$ cat src/rtl/miriscv_imm_pipe.sv
// Immediate/target stage between fetch and decode.
// Decodes format + immediate, precomputes pc+imm, 1- or 2-entry buffer.
module miriscv_imm_pipe #(
    parameter int XLEN = 32,
    parameter int SKID = 1
) (
    input  logic            clk_i,
    input  logic            rstn_i,
    input  logic            flush_i,
    input  logic            in_valid_i,
    output logic            in_ready_o,
    input  logic [31:0]     instr_i,
    input  logic [XLEN-1:0] pc_i,
    output logic            out_valid_o,
    input  logic            out_ready_i,
    output logic [31:0]     instr_o,
    output logic [XLEN-1:0] pc_o,
    output logic [XLEN-1:0] imm_o,
    output logic [2:0]      fmt_o,
    output logic            illegal_o,
    output logic [XLEN-1:0] target_o
);

    localparam logic [2:0] FMT_R = 3'd0;
    localparam logic [2:0] FMT_I = 3'd1;
    localparam logic [2:0] FMT_S = 3'd2;
    localparam logic [2:0] FMT_B = 3'd3;
    localparam logic [2:0] FMT_U = 3'd4;
    localparam logic [2:0] FMT_J = 3'd5;

    typedef struct packed {
        logic [31:0]     instr;
        logic [XLEN-1:0] pc;
        logic [XLEN-1:0] imm;
        logic [XLEN-1:0] tgt;
        logic [2:0]      fmt;
        logic            ill;
    } ent_t;

    logic [4:0]      w_op;
    logic            w_quad;
    logic            w_rv64;
    logic            w_is_i;
    logic            w_is_s;
    logic            w_is_b;
    logic            w_is_u;
    logic            w_is_j;
    logic            w_is_r;
    logic [XLEN-1:0] w_imm;
    logic [2:0]      w_fmt;
    logic            w_ill;
    ent_t            w_new;

    logic            w_push;
    logic            w_pop;
    logic            w_e0_v_n;
    logic            w_e1_v_n;
    logic            w_ld0_new;
    logic            w_ld0_e1;
    logic            w_ld1_new;

    ent_t            r_e0;
    ent_t            r_e1;
    logic            r_e0_v;
    logic            r_e1_v;
    logic            r_alive;
    logic            r_rdy;

    assign w_op   = instr_i[6:2];
    assign w_quad = (instr_i[1:0] == 2'b11);
    assign w_rv64 = (XLEN == 64);

    assign w_is_i = (w_op == 5'b00000) || (w_op == 5'b00011) ||
                    (w_op == 5'b00100) || (w_op == 5'b11001) ||
                    (w_op == 5'b11100) ||
                    (w_rv64 && (w_op == 5'b00110));
    assign w_is_s = (w_op == 5'b01000);
    assign w_is_b = (w_op == 5'b11000);
    assign w_is_u = (w_op == 5'b01101) || (w_op == 5'b00101);
    assign w_is_j = (w_op == 5'b11011);
    assign w_is_r = (w_op == 5'b01100) ||
                    (w_rv64 && (w_op == 5'b01110));

    // Format classification and sign-extended immediate of the incoming word
    always_comb begin
        w_fmt = FMT_R;
        w_ill = 1'b0;
        w_imm = '0;
        if (!w_quad) begin
            w_ill = 1'b1;
        end else begin
            unique case (1'b1)
                w_is_i: begin
                    w_fmt = FMT_I;
                    w_imm = {{(XLEN-11){instr_i[31]}}, instr_i[30:20]};
                end
                w_is_s: begin
                    w_fmt = FMT_S;
                    w_imm = {{(XLEN-11){instr_i[31]}}, instr_i[30:25],
                             instr_i[11:7]};
                end
                w_is_b: begin
                    w_fmt = FMT_B;
                    w_imm = {{(XLEN-12){instr_i[31]}}, instr_i[7],
                             instr_i[30:25], instr_i[11:8], 1'b0};
                end
                w_is_u: begin
                    w_fmt = FMT_U;
                    w_imm = {{(XLEN-31){instr_i[31]}}, instr_i[30:12],
                             12'b0};
                end
                w_is_j: begin
                    w_fmt = FMT_J;
                    w_imm = {{(XLEN-20){instr_i[31]}}, instr_i[19:12],
                             instr_i[20], instr_i[30:21], 1'b0};
                end
                w_is_r: begin
                    w_fmt = FMT_R;
                end
                default: begin
                    w_ill = 1'b1;
                end
            endcase
        end
    end

    assign w_new.instr = instr_i;
    assign w_new.pc    = pc_i;
    assign w_new.imm   = w_imm;
    assign w_new.tgt   = pc_i + w_imm;
    assign w_new.fmt   = w_fmt;
    assign w_new.ill   = w_ill;

    assign in_ready_o = (SKID != 0) ? r_rdy
                                    : (r_alive & (!r_e0_v | out_ready_i));
    assign w_push = in_valid_i & in_ready_o;
    assign w_pop  = r_e0_v & out_ready_i;

    // Next occupancy and entry moves; E1 only fills when E0 is stalled
    always_comb begin
        w_e0_v_n  = r_e0_v;
        w_e1_v_n  = r_e1_v;
        w_ld0_new = 1'b0;
        w_ld0_e1  = 1'b0;
        w_ld1_new = 1'b0;
        if (flush_i) begin
            w_e0_v_n = 1'b0;
            w_e1_v_n = 1'b0;
        end else if (w_pop) begin
            if (r_e1_v) begin
                w_ld0_e1  = 1'b1;
                w_e1_v_n  = w_push;
                w_ld1_new = w_push;
            end else begin
                w_e0_v_n  = w_push;
                w_ld0_new = w_push;
            end
        end else if (w_push) begin
            if (!r_e0_v) begin
                w_e0_v_n  = 1'b1;
                w_ld0_new = 1'b1;
            end else begin
                w_e1_v_n  = 1'b1;
                w_ld1_new = 1'b1;
            end
        end
        if (SKID == 0) begin
            w_e1_v_n  = 1'b0;
            w_ld1_new = 1'b0;
        end
    end

    // Entry registers, valid bits and the registered ready
    always_ff @(posedge clk_i) begin
        if (!rstn_i) begin
            r_e0    <= '0;
            r_e1    <= '0;
            r_e0_v  <= 1'b0;
            r_e1_v  <= 1'b0;
            r_alive <= 1'b0;
            r_rdy   <= 1'b0;
        end else begin
            r_e0_v  <= w_e0_v_n;
            r_e1_v  <= w_e1_v_n;
            r_alive <= 1'b1;
            r_rdy   <= !w_e1_v_n;
            if (w_ld0_new) begin
                r_e0 <= w_new;
            end else if (w_ld0_e1) begin
                r_e0 <= r_e1;
            end
            if (w_ld1_new) begin
                r_e1 <= w_new;
            end
        end
    end

    assign out_valid_o = r_e0_v;
    assign instr_o     = r_e0.instr;
    assign pc_o        = r_e0.pc;
    assign imm_o       = r_e0.imm;
    assign fmt_o       = r_e0.fmt;
    assign illegal_o   = r_e0.ill;
    assign target_o    = r_e0.tgt;

endmodule

$ cat config.mk
export PLATFORM = sky130hd
export DESIGN_NAME = miriscv_imm_pipe
export DESIGN_NICKNAME = d
export VERILOG_FILES = /design/src/rtl/miriscv_imm_pipe.sv
export SDC_FILE = /design/constraint.sdc
export NUM_CORES = 1
export LEC_CHECK = 0
export BUFFER_PORTS_ARGS = -buffer_cell sky130_fd_sc_hd__buf_2
export CAP_MARGIN = 0
export CORE_AREA = 4 4 160 162
export DETAILED_ROUTE_END_ITERATION = 8
export DIE_AREA = 0 0 164 166
export PLACE_DENSITY = 0.78
export SYNTH_ARGS = -nofsm -noshare
export SYNTH_HDL_FRONTEND = slang
export SYNTH_SLANG_ARGS = --single-unit
$ cat constraint.sdc
create_clock -name clk_i -period 5.3 [get_ports clk_i]
set_input_delay 1.06 -clock clk_i [delete_from_list [all_inputs] [get_ports clk_i]]
set_output_delay 1.06 -clock clk_i [all_outputs]
set_load 0.02 [all_outputs]
==> results of run 1 <==
## cell usage after synthesis, types with 8 or more instances
| master | n | area share [%] |
|---|---|---|
| sky130_fd_sc_hd__o21ai_0 | 26 | 1.1 |
| sky130_fd_sc_hd__a311oi_1 | 47 | 3.4 |
| sky130_fd_sc_hd__nand3_1 | 21 | 0.86 |
| sky130_fd_sc_hd__nor2_1 | 129 | 4.0 |
| sky130_fd_sc_hd__a21o_1 | 12 | 0.74 |
| sky130_fd_sc_hd__dfxtp_1 | 267 | 44 |
| sky130_fd_sc_hd__inv_1 | 24 | 0.74 |
| sky130_fd_sc_hd__nand2_1 | 443 | 14 |
| sky130_fd_sc_hd__a22oi_1 | 66 | 4.1 |
| sky130_fd_sc_hd__a21oi_1 | 240 | 9.9 |
| sky130_fd_sc_hd__mux2i_1 | 8 | 0.66 |
| sky130_fd_sc_hd__a211oi_1 | 9 | 0.55 |
| sky130_fd_sc_hd__ha_1 | 31 | 3.2 |
| sky130_fd_sc_hd__clkbuf_1 | 111 | 3.4 |
| sky130_fd_sc_hd__a221oi_1 | 11 | 0.79 |
| sky130_fd_sc_hd__o21a_1 | 13 | 0.80 |
| sky130_fd_sc_hd__xnor2_1 | 11 | 0.79 |
| sky130_fd_sc_hd__buf_1 | 11 | 0.34 |
| sky130_fd_sc_hd__xor2_1 | 14 | 1.0 |
## through the flow
step | total power [mW] | utilization, %
6_report | 4.40 | 59.3
2_1_floorplan | 2.33 | -
3_3_place_gp | 2.48 | 55.5
4_1_cts | 4.43 | 59.3
5_1_grt | 4.55 | 59.3
3_5_place_dp | 2.49 | 55.5
## area by class of cell
class                           count  area (µm²)
Antenna cell                        1        2.50
Multi-Input combinational cell   1172        6320
Clock buffer                       40         817
Clock inverter                      8        95.1
Tap cell                          324         405
Fill cell                        2181        9810
Timing Repair Buffer              226        1220
Inverter                           24        95.1
Sequential cell                   267        5350
## metal layers
metal  track usage [%]  vias to the layer above  routed length (µm)
met5                 0                        -                   0
met4              10.5                        0                1580
met3              5.11                       91                3140
met2              41.6                      493               17000
met1              36.5                     5641               16100
li1                  -                     5753                   -
## final timing paths
path	endpoint
min reg2reg	pc_o[29]
max	r_e1[34]
max reg2reg	instr_o[16]
min	pc_o[29]
## cells by family (layout without fill, tap and decap cells)
group	Yosys count	in the layout	synth area share (%)
adders and majority gates	32	32	3.35
DFF	267	267	43.9
and+or+nand+nor	641	641	21.3
other	0	1	0
xor gates and xnor gates	25	25	1.80
muxes	9	9	0.780
buffers and inverters	147	298	4.56
AOI/OAI and AO/OA	465	465	24.3
## power by group through the flow
stage	clock network, mW	registers [mW]	logic [mW]
detailed placement	0	2.11	0.378
floorplan	0	2.15	0.186
global placement	0	2.11	0.376
finish	1.96	2.06	0.382
global route	2.06	2.07	0.414
CTS	1.98	2.06	0.381
## worst max-delay path, stage by stage
cell and delay [ns]:
sky130_fd_sc_hd__buf_2 0.15, sky130_fd_sc_hd__inv_1 0.08, sky130_fd_sc_hd__nor3_1 0.28, sky130_fd_sc_hd__o21ai_0 0.15, sky130_fd_sc_hd__a21o_1 0.19, sky130_fd_sc_hd__nand2_1 0.10
sky130_fd_sc_hd__o21bai_1 0.11, sky130_fd_sc_hd__buf_4 0.23, sky130_fd_sc_hd__nor2_1 0.23, sky130_fd_sc_hd__inv_1 0.09, sky130_fd_sc_hd__fa_1 0.43, sky130_fd_sc_hd__and2b_1 0.24
sky130_fd_sc_hd__o211ai_1 0.09, sky130_fd_sc_hd__nand2_1 0.09, sky130_fd_sc_hd__a21oi_2 0.08, sky130_fd_sc_hd__o311ai_4 0.27, sky130_fd_sc_hd__a41oi_2 0.24, sky130_fd_sc_hd__or4b_4 0.60
sky130_fd_sc_hd__mux2i_1 0.14, sky130_fd_sc_hd__a311o_1 0.31
## state kept, by name, indices dropped and copies added (netlist names), 3 cells and up
name and cells:
instr_o 32, imm_o 32, fmt_o 3, target_o 32, pc_o 32, r_e1 132
==> results.md, run 1 <==
- The slew at the pin closest to its max-slew limit is 1.03 ns.
- The clock network power share is 44.4%.
- The startpoint of the tightest hold check path is pc_o[29].
- In the layout the commonest cells are sky130_fd_sc_hd__nand2_1, sky130_fd_sc_hd__dfxtp_1, sky130_fd_sc_hd__a21oi_1.
- The library cell used most frequently in the layout, excluding fill and tap cells, is sky130_fd_sc_hd__nand2_1.
- Headroom to the max-slew limit came out at a little under a third.
- TritonCTS built the clock tree.
- The area growth from synthesis to layout is 17.3%.
- The final weighted congestion in routability-driven placement is between 0.9 and 1.
- The number of standard cells after synthesis is 1586.
- Dividing the detail-routed via count by the number of cells gives 5.81.
- The setup slack at placement is 0.0366 ns.
- The total number of H-tree levels is 1.
- The number of nets at the end of the flow is 1820.
- Summed over all nets, the switching power comes to 1.08 mW.
- The post-detailed-route count of antenna-violating nets is 0.
- The post-synthesis area per instance is between 7 and 8 µm².
- The maximum vdd drop is 0.311 mV.
- The fraction of layout instances using a drive strength above 1 is between 15 and 20%.
- Across all layers, the routed design uses approximately 12000 vias.
- The cell count of the worst reg-to-reg path is 6.
- The number of global-route vias before repair is approximately 11000.
- The number of antenna violations at the first check in global routing came to 1.
- The register share of total power is 46.9%.
- The post-synthesis instance area is between 10000 and 15000 µm².
- The floorplan step defined a die boundary enclosing 27200 µm².
- The logic gate share of total power is around 8.7%.
- The setup-violating endpoint count in the final report is 0.
- The post-synthesis async set-or-reset flop share is 0%.
- The tool flagged a number of max-cap violations equal to 0.
- For this run, the total global-route usage over all layers was measured as 26.6%.
- For this run, the number of Yosys warnings is 0.
- The clock arrives with 0.0151 ns of skew.
- The share of the clock period used by the worst path is 89.8%.
- The worst setup path is launched from an input pin.
- The critical path start-end classification is input pin to flip-flop.
- The die extent in x is 164 µm.
- Along the worst hold path, the cell count comes to 2.
- The detailed-route DRC error count is 0.
- Setup repair after global routing left no endpoint under its margin.
- After detailed routing, the average wire length per cell comes to 18.3 µm.
- The count of buffers inserted at the top-level ports is 202.
- The worst setup path is captured at a flip-flop.
- In this run, post-CTS hold repair placed 0 buffers.
- The unique cell type count in the Yosys netlist is 68.
- The first global-routing pass estimated 59500 µm of wire.
- The synthesis-stage register bit count is between 200 and 300.
- After detailed routing, the total wire length is 37800 µm.
- The total negative slack for setup checks is 0 ns.
- For this run, the detailed router's first-pass iteration total came to 5.
- The most critical setup path has its startpoint at instr_i[3].
- The leakage power summed over all cells is 5.59 nW.
- The half-perimeter wire length after placement is 25700 µm.
- The leading register cell type out of synthesis is sky130_fd_sc_hd__dfxtp_1.
- The count of cells resized by post-cts repair is 0.
- Data on the critical path is required at its endpoint by between 5 and 6 ns.
- The endpoint arrival time on the critical path is 5.18 ns.
- The max-slew violation count is 0.
- The largest driver fanout on the critical path is 24.
- The total core area is 24100 µm².
- The number of failing hold endpoints at the final stage came to 0.
- After clock tree synthesis, the clock-pin slew on the worst setup and hold paths is 0.06 ns.
- The flow ran to the end, and the final reports show no timing, DRC or antenna violations.
- The worst hold slack is ~0.45 ns.
- The number of buffers on the longest clock path is 3.
- The clock net sink count is between 200 and 300.
- At the later pin of the worst-skew pair, clock insertion delay measures between 0.5 and 0.6 ns.
- The number of placed I/O pins is 203.
- The starting utilization of the core area is between 50 and 60%.
- Power spread over the standard cell area amounts to 308 nW/µm².
- The worst flop-to-flop path startpoint is out_valid_o.
- The maximum operating frequency is approximately 210 MHz.
- The pin count of the biggest net entering global routing is ~130.
- The floorplan row count is 57.
- The buffer cell driving the clock tree root is sky130_fd_sc_hd__clkbuf_16.
- After detailed placement, the total cell area comes to 13400 µm².
- Summing all non-filler instances in the final layout gives an area of 14300 µm².
- The minimum period implied by the final worst setup slack is 4.76 ns.
- The total internal power is between 3 and 4 mW.
- The sequential-to-total area share from yosys stat is 43.9%.
- The synthesized netlist net count is 1687.
- The switching fraction of total power is approximately a quarter.
- The worst register-to-register path has a setup slack of 2.34 ns.
- The total overflow left after global routing is 0.
- Excluding fillers, the count of instances in the completed layout stands at 2062.
- The synthesized design contains 0 enable-type register cells.
- The overall die height is 166 µm.
- For this block, the initial DRC count from the detailed router was 1080.
- Setup slack on the critical path of the routed design comes to 0.543 ns.
- In this run, CTS created clock tree buffers numbering 28.
- The path class of the tightest hold or removal check is flip-flop to flip-flop.
- The number of setup buffers added after CTS is 0.
- The placed cell count is 2013.
Power figures use the tool's default switching activity.
==> run 2: changes to the inputs <==
==> config.mk (replaced) <==
export PLATFORM = sky130hd
export DESIGN_NAME = miriscv_imm_pipe
export DESIGN_NICKNAME = d
export VERILOG_FILES = /design/src/rtl/miriscv_imm_pipe.sv
export SDC_FILE = /design/constraint.sdc
export NUM_CORES = 1
export LEC_CHECK = 0
export ABC_AREA = 1
export BUFFER_PORTS_ARGS = -buffer_cell sky130_fd_sc_hd__buf_2
export CAP_MARGIN = 0
export CORE_AREA = 4 4 164 166
export CTS_BUF_LIST = sky130_fd_sc_hd__clkbuf_8
export DETAILED_ROUTE_END_ITERATION = 8
export DIE_AREA = 0 0 168 170
export PLACE_DENSITY = 0.81
export SYNTH_ARGS = -nofsm -noshare
export SYNTH_HDL_FRONTEND = slang
export SYNTH_SLANG_ARGS = --single-unit
==> run 2 against run 1 <==
Cell area is 7.9% higher; critical path depth stayed put; highest routed layer is now met5; sequential power hardly changed; critical path type unchanged; combinational power is 33% higher; clock skew is 0.0090 ns higher; sequential share of layout area is 2.7 points lower; die area is 4.9% higher; non-clock buffer count is 11 lower; register-to-register slack better by 0.23 ns; largest power group unchanged; critical endpoint is now r_e1[35].
==> results.md, run 2 <==
- The routed length per placed instance is 17.1 µm (was 18.3 µm).
- The worst-skew pair later-pin latency is 0.57 ns (was 0.54 ns).
- The post-route total power is 4.29 mW (was 4.40 mW).
- The maximum vdd drop came to 0.189 mV (was 0.311 mV).
- The post-detailed-route count of antenna-violating nets was 0 (unchanged).
- The max-slew violation count is 0 (unchanged).
- The synthesized netlist net count was 2048 (was 1687).
- The die extent in x is 168 µm (was 164 µm).
- The max-capacitance violation count was 0 (unchanged).
- The category of the worst setup path launch point is an input pin (unchanged).
- The count of buffers added by post-CTS timing repair for setup is 0 (unchanged).
- The endpoint arrival time on the critical path came to 4.18 ns (was 5.18 ns).
- The post-synthesis instance area is 13500 µm² (was 12200 µm²).
- The largest driver fanout on the critical path is 23 (was 24).
- The global router's overall resource usage was 28.3% (was 26.6%).
- Top cell types by occurrence after synthesis: sky130_fd_sc_hd__nand2_1, sky130_fd_sc_hd__dfxtp_1, sky130_fd_sc_hd__inv_1, sky130_fd_sc_hd__nor2_1, sky130_fd_sc_hd__o21ai_0 (was sky130_fd_sc_hd__nand2_1, sky130_fd_sc_hd__dfxtp_1, sky130_fd_sc_hd__a21oi_1, sky130_fd_sc_hd__nor2_1, sky130_fd_sc_hd__clkbuf_1).
- The number of buffers inserted by hold repair at cts is 0 (unchanged).
- The number of placed I/O pins is 203 (unchanged).
- Run status: finished clean (unchanged).
- The total core area is 25600 µm² (was 24100 µm²).
- The share of the clock period used by the worst path is 70.2% (was 89.8%).
- The power per cell area is 278 nW/µm² (was 308 nW/µm²).
- The initial detailed-routing violation count is 1290 (was 1080).
- The biggest area consumer among synthesized cells is sky130_fd_sc_hd__dfxtp_1 (unchanged).
- The largest incremental delay on the critical path is 0.59 ns (was 0.60 ns).
- The family of cells with the greatest summed delay on the critical path was buffers and inverters (was simple AND/OR/NAND/NOR gates).
- The first-pass GRT wire length is 66400 µm (was 59500 µm).
- The compound-gate portion of the synthesized area is 22.1% (was 24.3%).
- The capturing element type of the critical path is a flip-flop (unchanged).
- The number of global-route vias before repair is 12500 (was 11000).
- The number of buffers created by CTS is 44 (was 28).
- The minimum period implied by the final worst setup slack came to 3.72 ns (was 4.76 ns).
- The post-synthesis area per instance was 6.96 µm² (was 7.68 µm²).
- The clock net sink count is 267 (unchanged).
- The slew at the pin closest to its max-slew limit came to 0.958 ns (was 1.03 ns).
- The total number of H-tree levels is 2 (was 1).
- The number of vias after detailed routing is 13500 (was 12000).
- The warning count from the yosys run was 0 (unchanged).
- The leading register cell type out of synthesis is sky130_fd_sc_hd__dfxtp_1 (unchanged).
- The unique cell type count in the Yosys netlist came to 43 (was 68).
- Cell Chain, Critical Path: buf_2 > nand2_1 > clkinv_1 > buf_4 > nand2_1 > inv_1 > ha_1 > nand2_1 > nor3_1 > nand2_1 > inv_1 > nand2_1 > nand2_1 > inv_1 > nand2_1 > inv_1 > nand2_1 > nand3_1 > nand2_1 > inv_1 (was buf_2 > inv_1 > nor3_1 > o21ai_0 > a21o_1 > nand2_1 > o21bai_1 > buf_4 > nor2_1 > inv_1 > fa_1 > and2b_1 > o211ai_1 > nand2_1 > a21oi_2 > o311ai_4 > a41oi_2 > or4b_4 > mux2i_1 > a311o_1).
- The main combinational cell family by area after synthesis is simple AND/OR/NAND/NOR gates (was compound AO/OA/AOI/OAI gates).
- The flip-flop count of the largest register after layout is 132 (unchanged).
- The most common cell after layout, fill and taps aside is sky130_fd_sc_hd__nand2_1 (unchanged).
- The data required time of the critical path came to 5.76 ns (was 5.72 ns).
- The total negative slack for setup checks is 0 ns (unchanged).
- Area contributors post-synth: sky130_fd_sc_hd__dfxtp_1, sky130_fd_sc_hd__nand2_1, sky130_fd_sc_hd__inv_1, sky130_fd_sc_hd__o21ai_0, sky130_fd_sc_hd__a21oi_1 (was sky130_fd_sc_hd__dfxtp_1, sky130_fd_sc_hd__nand2_1, sky130_fd_sc_hd__a21oi_1, sky130_fd_sc_hd__a22oi_1, sky130_fd_sc_hd__nor2_1).
- The starting utilization of the core area was 52.9% (was 50.5%).
- The mux cell area share after synthesis was 0.222% (was 0.780%).
- The register containing the most flip-flops in the final layout is r_e1 (unchanged).
- The half-perimeter wire length after placement is 29900 µm (was 25700 µm).
- The final weighted congestion in routability-driven placement is 0.939 (was 0.902).
- The floorplan row count is 59 (was 57).
- Unrepaired setup endpoints after global routing: no (unchanged).
- The register clock-pin slew on the reported worst setup and hold paths is 0.06 ns (about the same).
- The area enclosed by the die boundary is 28600 µm² (was 27200 µm²).
- The relative max-transition margin is 36.1% (was 31.3%).
- The number of buffers and inverters on the critical path was 8 (was 4).
- The number of failing hold endpoints at the final stage is 0 (unchanged).
- The number of standard cells after synthesis was 1947 (was 1586).
- The share of the synthesized area in the top cell type is 39.5% (was 43.9%).
- The pin count of the biggest net entering global routing is 111 (was 133).
- The final clock skew was 0.0241 ns (was 0.0151 ns).
- The overall die height was 170 µm (was 166 µm).
- The buffer cell driving the clock tree root is sky130_fd_sc_hd__clkbuf_8 (was sky130_fd_sc_hd__clkbuf_16).
- The total of fill cells in the finished design came to 2375 (was 2181).
- The number of antenna violations at the first check in global routing was 2 (was 1).
- The xor-xnor portion of the synthesized cell area was 0.647% (was 1.80%).
- The sequential-to-total area share from yosys stat came to 39.5% (was 43.9%).
- The area added between synthesis and finish was 13.9% (was 17.3%).
- The synthesis-stage register bit count is 267 (unchanged).
- The dominant cell by count in the synthesized netlist was sky130_fd_sc_hd__nand2_1 (unchanged).
- The critical path start-end classification is input pin to flip-flop (unchanged).
- The detailed-route DRC error count is 0 (unchanged).
- The cell repeated most along the worst path is sky130_fd_sc_hd__nand2_1.
- The TritonCTS clock tree is done (unchanged).
- The number of optimization iterations in the first detailed-route pass is 6 (was 5).
- The final routed wirelength across all metal layers is 42100 µm (was 37800 µm).
- The post-synthesis async set-or-reset flop share is 0% (unchanged).
- The via-per-instance ratio is 5.48 (was 5.81).
- The maximum operating frequency came to 269 MHz (was 210 MHz).
- The leakage power summed over all cells is 7.86 nW (was 5.59 nW).
- The remaining global-route overflow was 0 (unchanged).
- Most frequent cells in the layout: sky130_fd_sc_hd__nand2_1, sky130_fd_sc_hd__inv_1, sky130_fd_sc_hd__dfxtp_1 (was sky130_fd_sc_hd__nand2_1, sky130_fd_sc_hd__dfxtp_1, sky130_fd_sc_hd__a21oi_1).
- The slowest library cell on the worst path is sky130_fd_sc_hd__clkinv_1 (was sky130_fd_sc_hd__or4b_4).
- The setup-violating endpoint count in the final report was 0 (unchanged).
- The count of cells resized by post-cts repair is 0 (unchanged).
- The number of nets at the end of the flow is 2199 (was 1820).
- The adder and majority gate portion of the synthesized area is 3.01% (was 3.35%).
- The count of buffers inserted at the top-level ports came to 202 (unchanged).
- The number of enable-type register cells in the synthesized netlist is 0 (unchanged).
- The number of buffers on the longest clock path is 3 (unchanged).
- The fraction of layout instances using a drive strength above 1 is 15.7% (was 17.0%).
- The fraction of the mapped netlist area in simple logic gates is 23.4% (was 21.3%).
- The kind of path behind the tightest hold check is flip-flop to flip-flop (unchanged).
run 2: path summary, 6_finish.rpt:
kind / from / end / slack, ns / cells past startpoint
min: target_o[1] / target_o[1] / 0.47 / 2
max: instr_i[0] / r_e1[35] / 1.58 / 20
min reg2reg: target_o[1] / target_o[1] / 0.47 / 2
max reg2reg: out_valid_o / imm_o[3] / 2.57 / 10
run 2: logic make-up after synthesis:
family,count (synthesis)
AND/OR/NAND/NOR,777
AO/OA/AOI/OAI,477
buffers and inverters,381
flip-flops,267
adder cells (fa/ha/maj),32
XOR/XNOR,10
multiplexers,3
run 2: layout make-up:
type | instances | area [µm²] | area share, %
timing repair buffer | 215 | 1140 | 7.37
clock inverter | 23 | 131 | 0.852
tap | 335 | 419 | 2.72
sequential | 267 | 5350 | 34.7
clock buffer | 49 | 674 | 4.37
multi-input combinational | 1299 | 6700 | 43.4
inverter | 271 | 1020 | 6.60
antenna | 1 | 2.50 | 0.0162
run 2: layer usage:
layer	wire length (µm)	global-route usage, %	share of wire [%]	up-vias
met5	15	0	0.036	-
met1	17700	37.4	42	6206
met4	1130	8.08	2.7	2
met3	3650	6.88	8.7	89
li1	-	-	-	6625
met2	19600	46.4	46	553
run 2: per-stage QoR:
| step | hold slack [ns] | instance area (µm²) | utilization (%) | cells | setup WS, ns |
|---|---|---|---|---|---|
| 6_report | 0.469 | 15400 | 60.2 | 2460 | 1.58 |
| 4_1_cts | 0.470 | 15400 | 60.2 | 2459 | 1.64 |
| 3_3_place_gp | 0.451 | 14600 | 57.1 | 2387 | 1.11 |
| 2_1_floorplan | 0.453 | 13500 | - | 1947 | 1.97 |
| 5_1_grt | 0.491 | 15400 | 60.2 | 2460 | 1.29 |
| 3_5_place_dp | 0.460 | 14600 | 57.1 | 2387 | 1.08 |
run 2: where the power goes:
part	internal, mW	switching [mW]	total, mW	leakage, nW
sequential	2.05	0.0243	2.07	2.16
combinational	0.152	0.355	0.507	5.21
clock	0.890	0.820	1.71	0.483
total	3.09	1.20	4.29	7.86
run 2: tightest hold or removal path: stages, from the launching register on:
cell                      delay [ns]
sky130_fd_sc_hd__dfxtp_1        0.30
sky130_fd_sc_hd__nand2_1        0.06
sky130_fd_sc_hd__a21oi_1        0.06
==> run 3: changes to the inputs <==
--- a/config.mk
+++ b/config.mk
@@ -5,13 +5,13 @@
 export SDC_FILE = /design/constraint.sdc
 export NUM_CORES = 1
 export LEC_CHECK = 0
-export ABC_AREA = 1
+export ABC_AREA = 0
 export BUFFER_PORTS_ARGS = -buffer_cell sky130_fd_sc_hd__buf_2
 export CAP_MARGIN = 0
-export CORE_AREA = 4 4 164 166
+export CORE_AREA = 4 4 157 159
 export CTS_BUF_LIST = sky130_fd_sc_hd__clkbuf_8
 export DETAILED_ROUTE_END_ITERATION = 8
-export DIE_AREA = 0 0 168 170
+export DIE_AREA = 0 0 161 163
 export PLACE_DENSITY = 0.81
 export SYNTH_ARGS = -nofsm -noshare
 export SYNTH_HDL_FRONTEND = slang
==> constraint.sdc (replaced) <==
create_clock -name clk_i -period 3.3 [get_ports clk_i]
set_input_delay 0.66 -clock clk_i [delete_from_list [all_inputs] [get_ports clk_i]]
set_output_delay 0.66 -clock clk_i [all_outputs]
set_load 0.02 [all_outputs]
==> run 3 against run 2 <==
Flip-flop and latch count stayed put; combinational power is 78% higher; global-route usage is 3.2 points higher; die area is 8.1% lower; largest power group unchanged; setup slack worse by 2.1 ns; register-to-register slack worse by 1.8 ns; the run now ends with setup timing left; critical endpoint is now r_e1[34]; clock-buffer cell count is 8 higher; worst hold slack worse by 0.10 ns; power is 69% higher.
==> results.md, run 3 (synthesis gave the netlist of run 1 again) <==
- The category of the worst setup path launch point is an input pin (unchanged).
- The slew at the pin closest to its max-slew limit is 0.751 ns (was 0.958 ns).
- The power dissipated by switching net loads is 1.93 mW (was 1.20 mW).
- The number of buffers on the longest clock path is 3 (unchanged).
- The worst-case setup margin in the final layout is -0.558 ns (was 1.58 ns).
- The half-perimeter wire length after placement is 27600 µm (was 29900 µm).
- The minimum period implied by the final worst setup slack is between 3 and 4 ns.
- The overall die height is 163 µm (was 170 µm).
- The worst-skew pair later-pin latency was 0.57 ns (about the same).
- The floorplan row count came to 56 (was 59).
- The slowest library cell on the worst path is sky130_fd_sc_hd__or4b_4 (was sky130_fd_sc_hd__clkinv_1).
- Most frequent cells in the layout: sky130_fd_sc_hd__nand2_1, sky130_fd_sc_hd__dfxtp_1, sky130_fd_sc_hd__buf_4 (was sky130_fd_sc_hd__nand2_1, sky130_fd_sc_hd__inv_1, sky130_fd_sc_hd__dfxtp_1).
- The number of buffers created by CTS is 44 (unchanged).
- The critical path start-end classification is input pin to flip-flop (unchanged).
- The number of failing hold endpoints at the final stage was 0 (unchanged).
- The buffer cell driving the clock tree root is sky130_fd_sc_hd__clkbuf_8 (unchanged).
- The final clock skew is 0.0238 ns (was 0.0241 ns).
- The total core area is 23300 µm² (was 25600 µm²).
- The largest incremental delay on the critical path was 0.57 ns (was 0.59 ns).
- The clock network power share was 42.0% (was 39.9%).
- The detailed-route DRC error count is 0 (unchanged).
- The worst setup path startpoint is instr_i[5] (was instr_i[0]).
- The area of all sequential standard cells is 5350 µm² (unchanged).
- The total met2 wirelength after detailed routing is 21400 µm (was 19600 µm).
- The data required time of the critical path was 3.75 ns (was 5.76 ns).
- The number of nets at the end of the flow is 2058 (was 2199).
- Cell Chain, Critical Path: buf_12 > nor3_4 > o21ai_2 > a21o_1 > nand2_2 > o21bai_4 > nor2_4 > ha_4 > inv_2 > fa_2 > and2b_1 > o211ai_1 > nand2_1 > a21oi_4 > o311ai_4 > a41oi_2 > or4b_4 > mux2i_1 > a311o_1 (was buf_2 > nand2_1 > clkinv_1 > buf_4 > nand2_1 > inv_1 > ha_1 > nand2_1 > nor3_1 > nand2_1 > inv_1 > nand2_1 > nand2_1 > inv_1 > nand2_1 > inv_1 > nand2_1 > nand3_1 > nand2_1 > inv_1).
- The cell count of the worst reg-to-reg path is 6 (was 10).
- The starting utilization of the core area is 52.4% (was 52.9%).
- The post-detailed-route count of antenna-violating nets is 0 (unchanged).
- The register clock-pin slew on the reported worst setup and hold paths was 0.07 ns (was 0.06 ns).
- The pin count of the biggest net entering global routing was 87 (was 111).
- The area enclosed by the die boundary is 26200 µm² (was 28600 µm²).
- The number of placed I/O pins is 203 (unchanged).
- The number of buffers and inverters on the critical path is 2 (was 8).
- The routed length per placed instance is 20.0 µm (was 17.1 µm).
- The family of cells with the greatest summed delay on the critical path is simple AND/OR/NAND/NOR gates (was buffers and inverters).
- The setup-violating endpoint count in the final report came to 44 (was 0).
- Unrepaired setup endpoints after global routing: yes (was no).
- The count of buffers inserted at the top-level ports was 202 (unchanged).
- Of the available clock period, the critical path in the final layout requires 117%.
- The leakage power summed over all cells is 6.99 nW (was 7.86 nW).
- The endpoint arrival time on the critical path is 4.31 ns (was 4.18 ns).
- The global router's overall resource usage is 31.5% (was 28.3%).
- The multi-input gate area in the final layout came to 7390 µm² (was 6700 µm²).
- The switching fraction of total power was 26.6% (was 28.0%).
- The max-slew violation count is 0 (unchanged).
- The initial detailed-routing violation count is 1663 (was 1290).
- The max-capacitance violation count is 0 (unchanged).
- The highest routed metal layer was met4 (was met5).
- The number of optimization iterations in the first detailed-route pass is 7 (was 6).
- The register containing the most flip-flops in the final layout is r_e1 (unchanged).
- The TritonCTS clock tree is done (unchanged).
- The total number of H-tree levels came to 2 (unchanged).
- The fraction of layout instances using a drive strength above 1 is 34.0% (was 15.7%).
- The final weighted congestion in routability-driven placement is 0.956 (was 0.939).
- The worst hold path stage count is 3 (was 2).
- Run status: finished with violations (was finished clean).
- The first-pass GRT wire length is 67400 µm (was 66400 µm).
- The area added between synthesis and finish is 42.0% (was 13.9%).
- The logic gate share of total power was 12.4% (was 11.8%).
- The routed length on met3 is 3840 µm (was 3650 µm).
- The capturing element type of the critical path is a flip-flop (unchanged).
- The most common cell after layout, fill and taps aside was sky130_fd_sc_hd__nand2_1 (unchanged).
- The setup slack at placement is -1.21 ns (was 1.08 ns).
- The maximum operating frequency is 259 MHz.
- The total internal power was 5.34 mW (was 3.09 mW).
- The maximum vdd drop was 0.284 mV (was 0.189 mV).
- The startpoint of the tightest hold check path was pc_i[5] (was target_o[1]).
- The final routed wirelength across all metal layers came to 46000 µm (was 42100 µm).
- The flip-flop count of the largest register after layout is 132 (unchanged).
- The kind of path behind the tightest hold check is input pin to flip-flop (was flip-flop to flip-flop).
- The number of antenna violations at the first check in global routing is 0 (was 2).
- The post-route total power came to 7.27 mW (was 4.29 mW).
- The total stage count of the critical path came to 19 (was 20).
- The register share of total power is 45.6% (was 48.3%).
- The total of fill cells in the finished design is 1607 (was 2375).
- The count of inserted antenna diode cells is 0 (was 1).
- The power per cell area is 420 nW/µm² (was 278 nW/µm²).
- The number of global-route vias before repair is 12900 (was 12500).
- The remaining global-route overflow is 0 (unchanged).
- The number of vias after detailed routing is 13800 (was 13500).
- The number of buffers inserted by hold repair at cts was 0 (unchanged).
- The largest driver fanout on the critical path came to 6 (was 23).
- The worst flop-to-flop path startpoint is out_valid_o (unchanged).
- The post-route met1 wirelength came to 17700 µm (about the same).
- The relative max-transition margin is 49.9% (was 36.1%).
- The via-per-instance ratio is 5.99 (was 5.48).
- The final reports fail on setup timing.
- The clock net sink count is 267 (unchanged).
- The die extent in x came to 161 µm (was 168 µm).
[run 3: cell types whose count changed in the layout (fill, tap and decap cells not counted), moves of 45 or more]
cell,delta
sky130_fd_sc_hd__a311oi_1,+45
sky130_fd_sc_hd__a21oi_1,+47
sky130_fd_sc_hd__nand3_1,-81
sky130_fd_sc_hd__inv_1,-247
sky130_fd_sc_hd__nor2_1,-77
sky130_fd_sc_hd__buf_4,+193
sky130_fd_sc_hd__o21ai_0,-156
sky130_fd_sc_hd__a22oi_1,+66
[run 3: final timing paths]
kind | endpoint | slack (ns)
hold / removal | r_e1[73] | 0.37
setup reg to reg | instr_o[11] | 0.82
setup / recovery | r_e1[34] | -0.56
hold reg to reg | pc_o[16] | 0.45
[run 3: worst min-delay path: cells and delay by family]
| kind | cells | cell delay [ns] |
|---|---|---|
| simple gates | 1 | 0.05 |
| buf+inv | 1 | 0.12 |
| compound gates | 1 | 0.05 |
[run 3: through the flow]
stage	cell area [µm²]	instances	utilization [%]	hold WS [ns]	setup TNS [ns]
CTS	16700	2286	71.9	0.360	-2.70
global placement	14700	2169	63.3	0.439	-36.12
detailed placement	14700	2169	63.3	0.445	-41.55
global route	17300	2305	74.4	0.369	-15.70
finish	17300	2305	74.4	0.366	-10.26
floorplan	12300	1586	-	0.436	-14.39
[run 3: cell type report]
| class | instances | area share, % |
|---|---|---|
| Clock buffer | 57 | 4.53 |
| Inverter | 24 | 0.579 |
| Timing Repair Buffer | 448 | 18.2 |
| Tap cell | 319 | 2.31 |
| Clock inverter | 18 | 0.774 |
| Multi-Input combinational cell | 1172 | 42.7 |
| Sequential cell | 267 | 30.9 |
[run 3: routing by layer]
layer	vias to the layer above	track usage [%]
met3	270	5.49
met1	6442	39.2
met4	0	16.8
li1	6221	-
met5	-	0
met2	866	52.4
[run 3: power by group through the flow]
stage | Combinational [mW] | Clock [mW] | Sequential [mW]
after floorplan | 0.313 | 0 | 3.45
after global placement | 0.706 | 0 | 3.38
after detailed placement | 0.714 | 0 | 3.38
after CTS | 0.810 | 3.05 | 3.31
after global routing | 0.943 | 3.21 | 3.32
final | 0.900 | 3.05 | 3.32
[run 3: what timing repair did]
action | CTS | global route
resized for setup | 151 | 94
pin swaps | 75 | 78
gates cloned | 1 | 0
setup endpoints to repair | 44 | 50
buffers inserted | 45 | 24
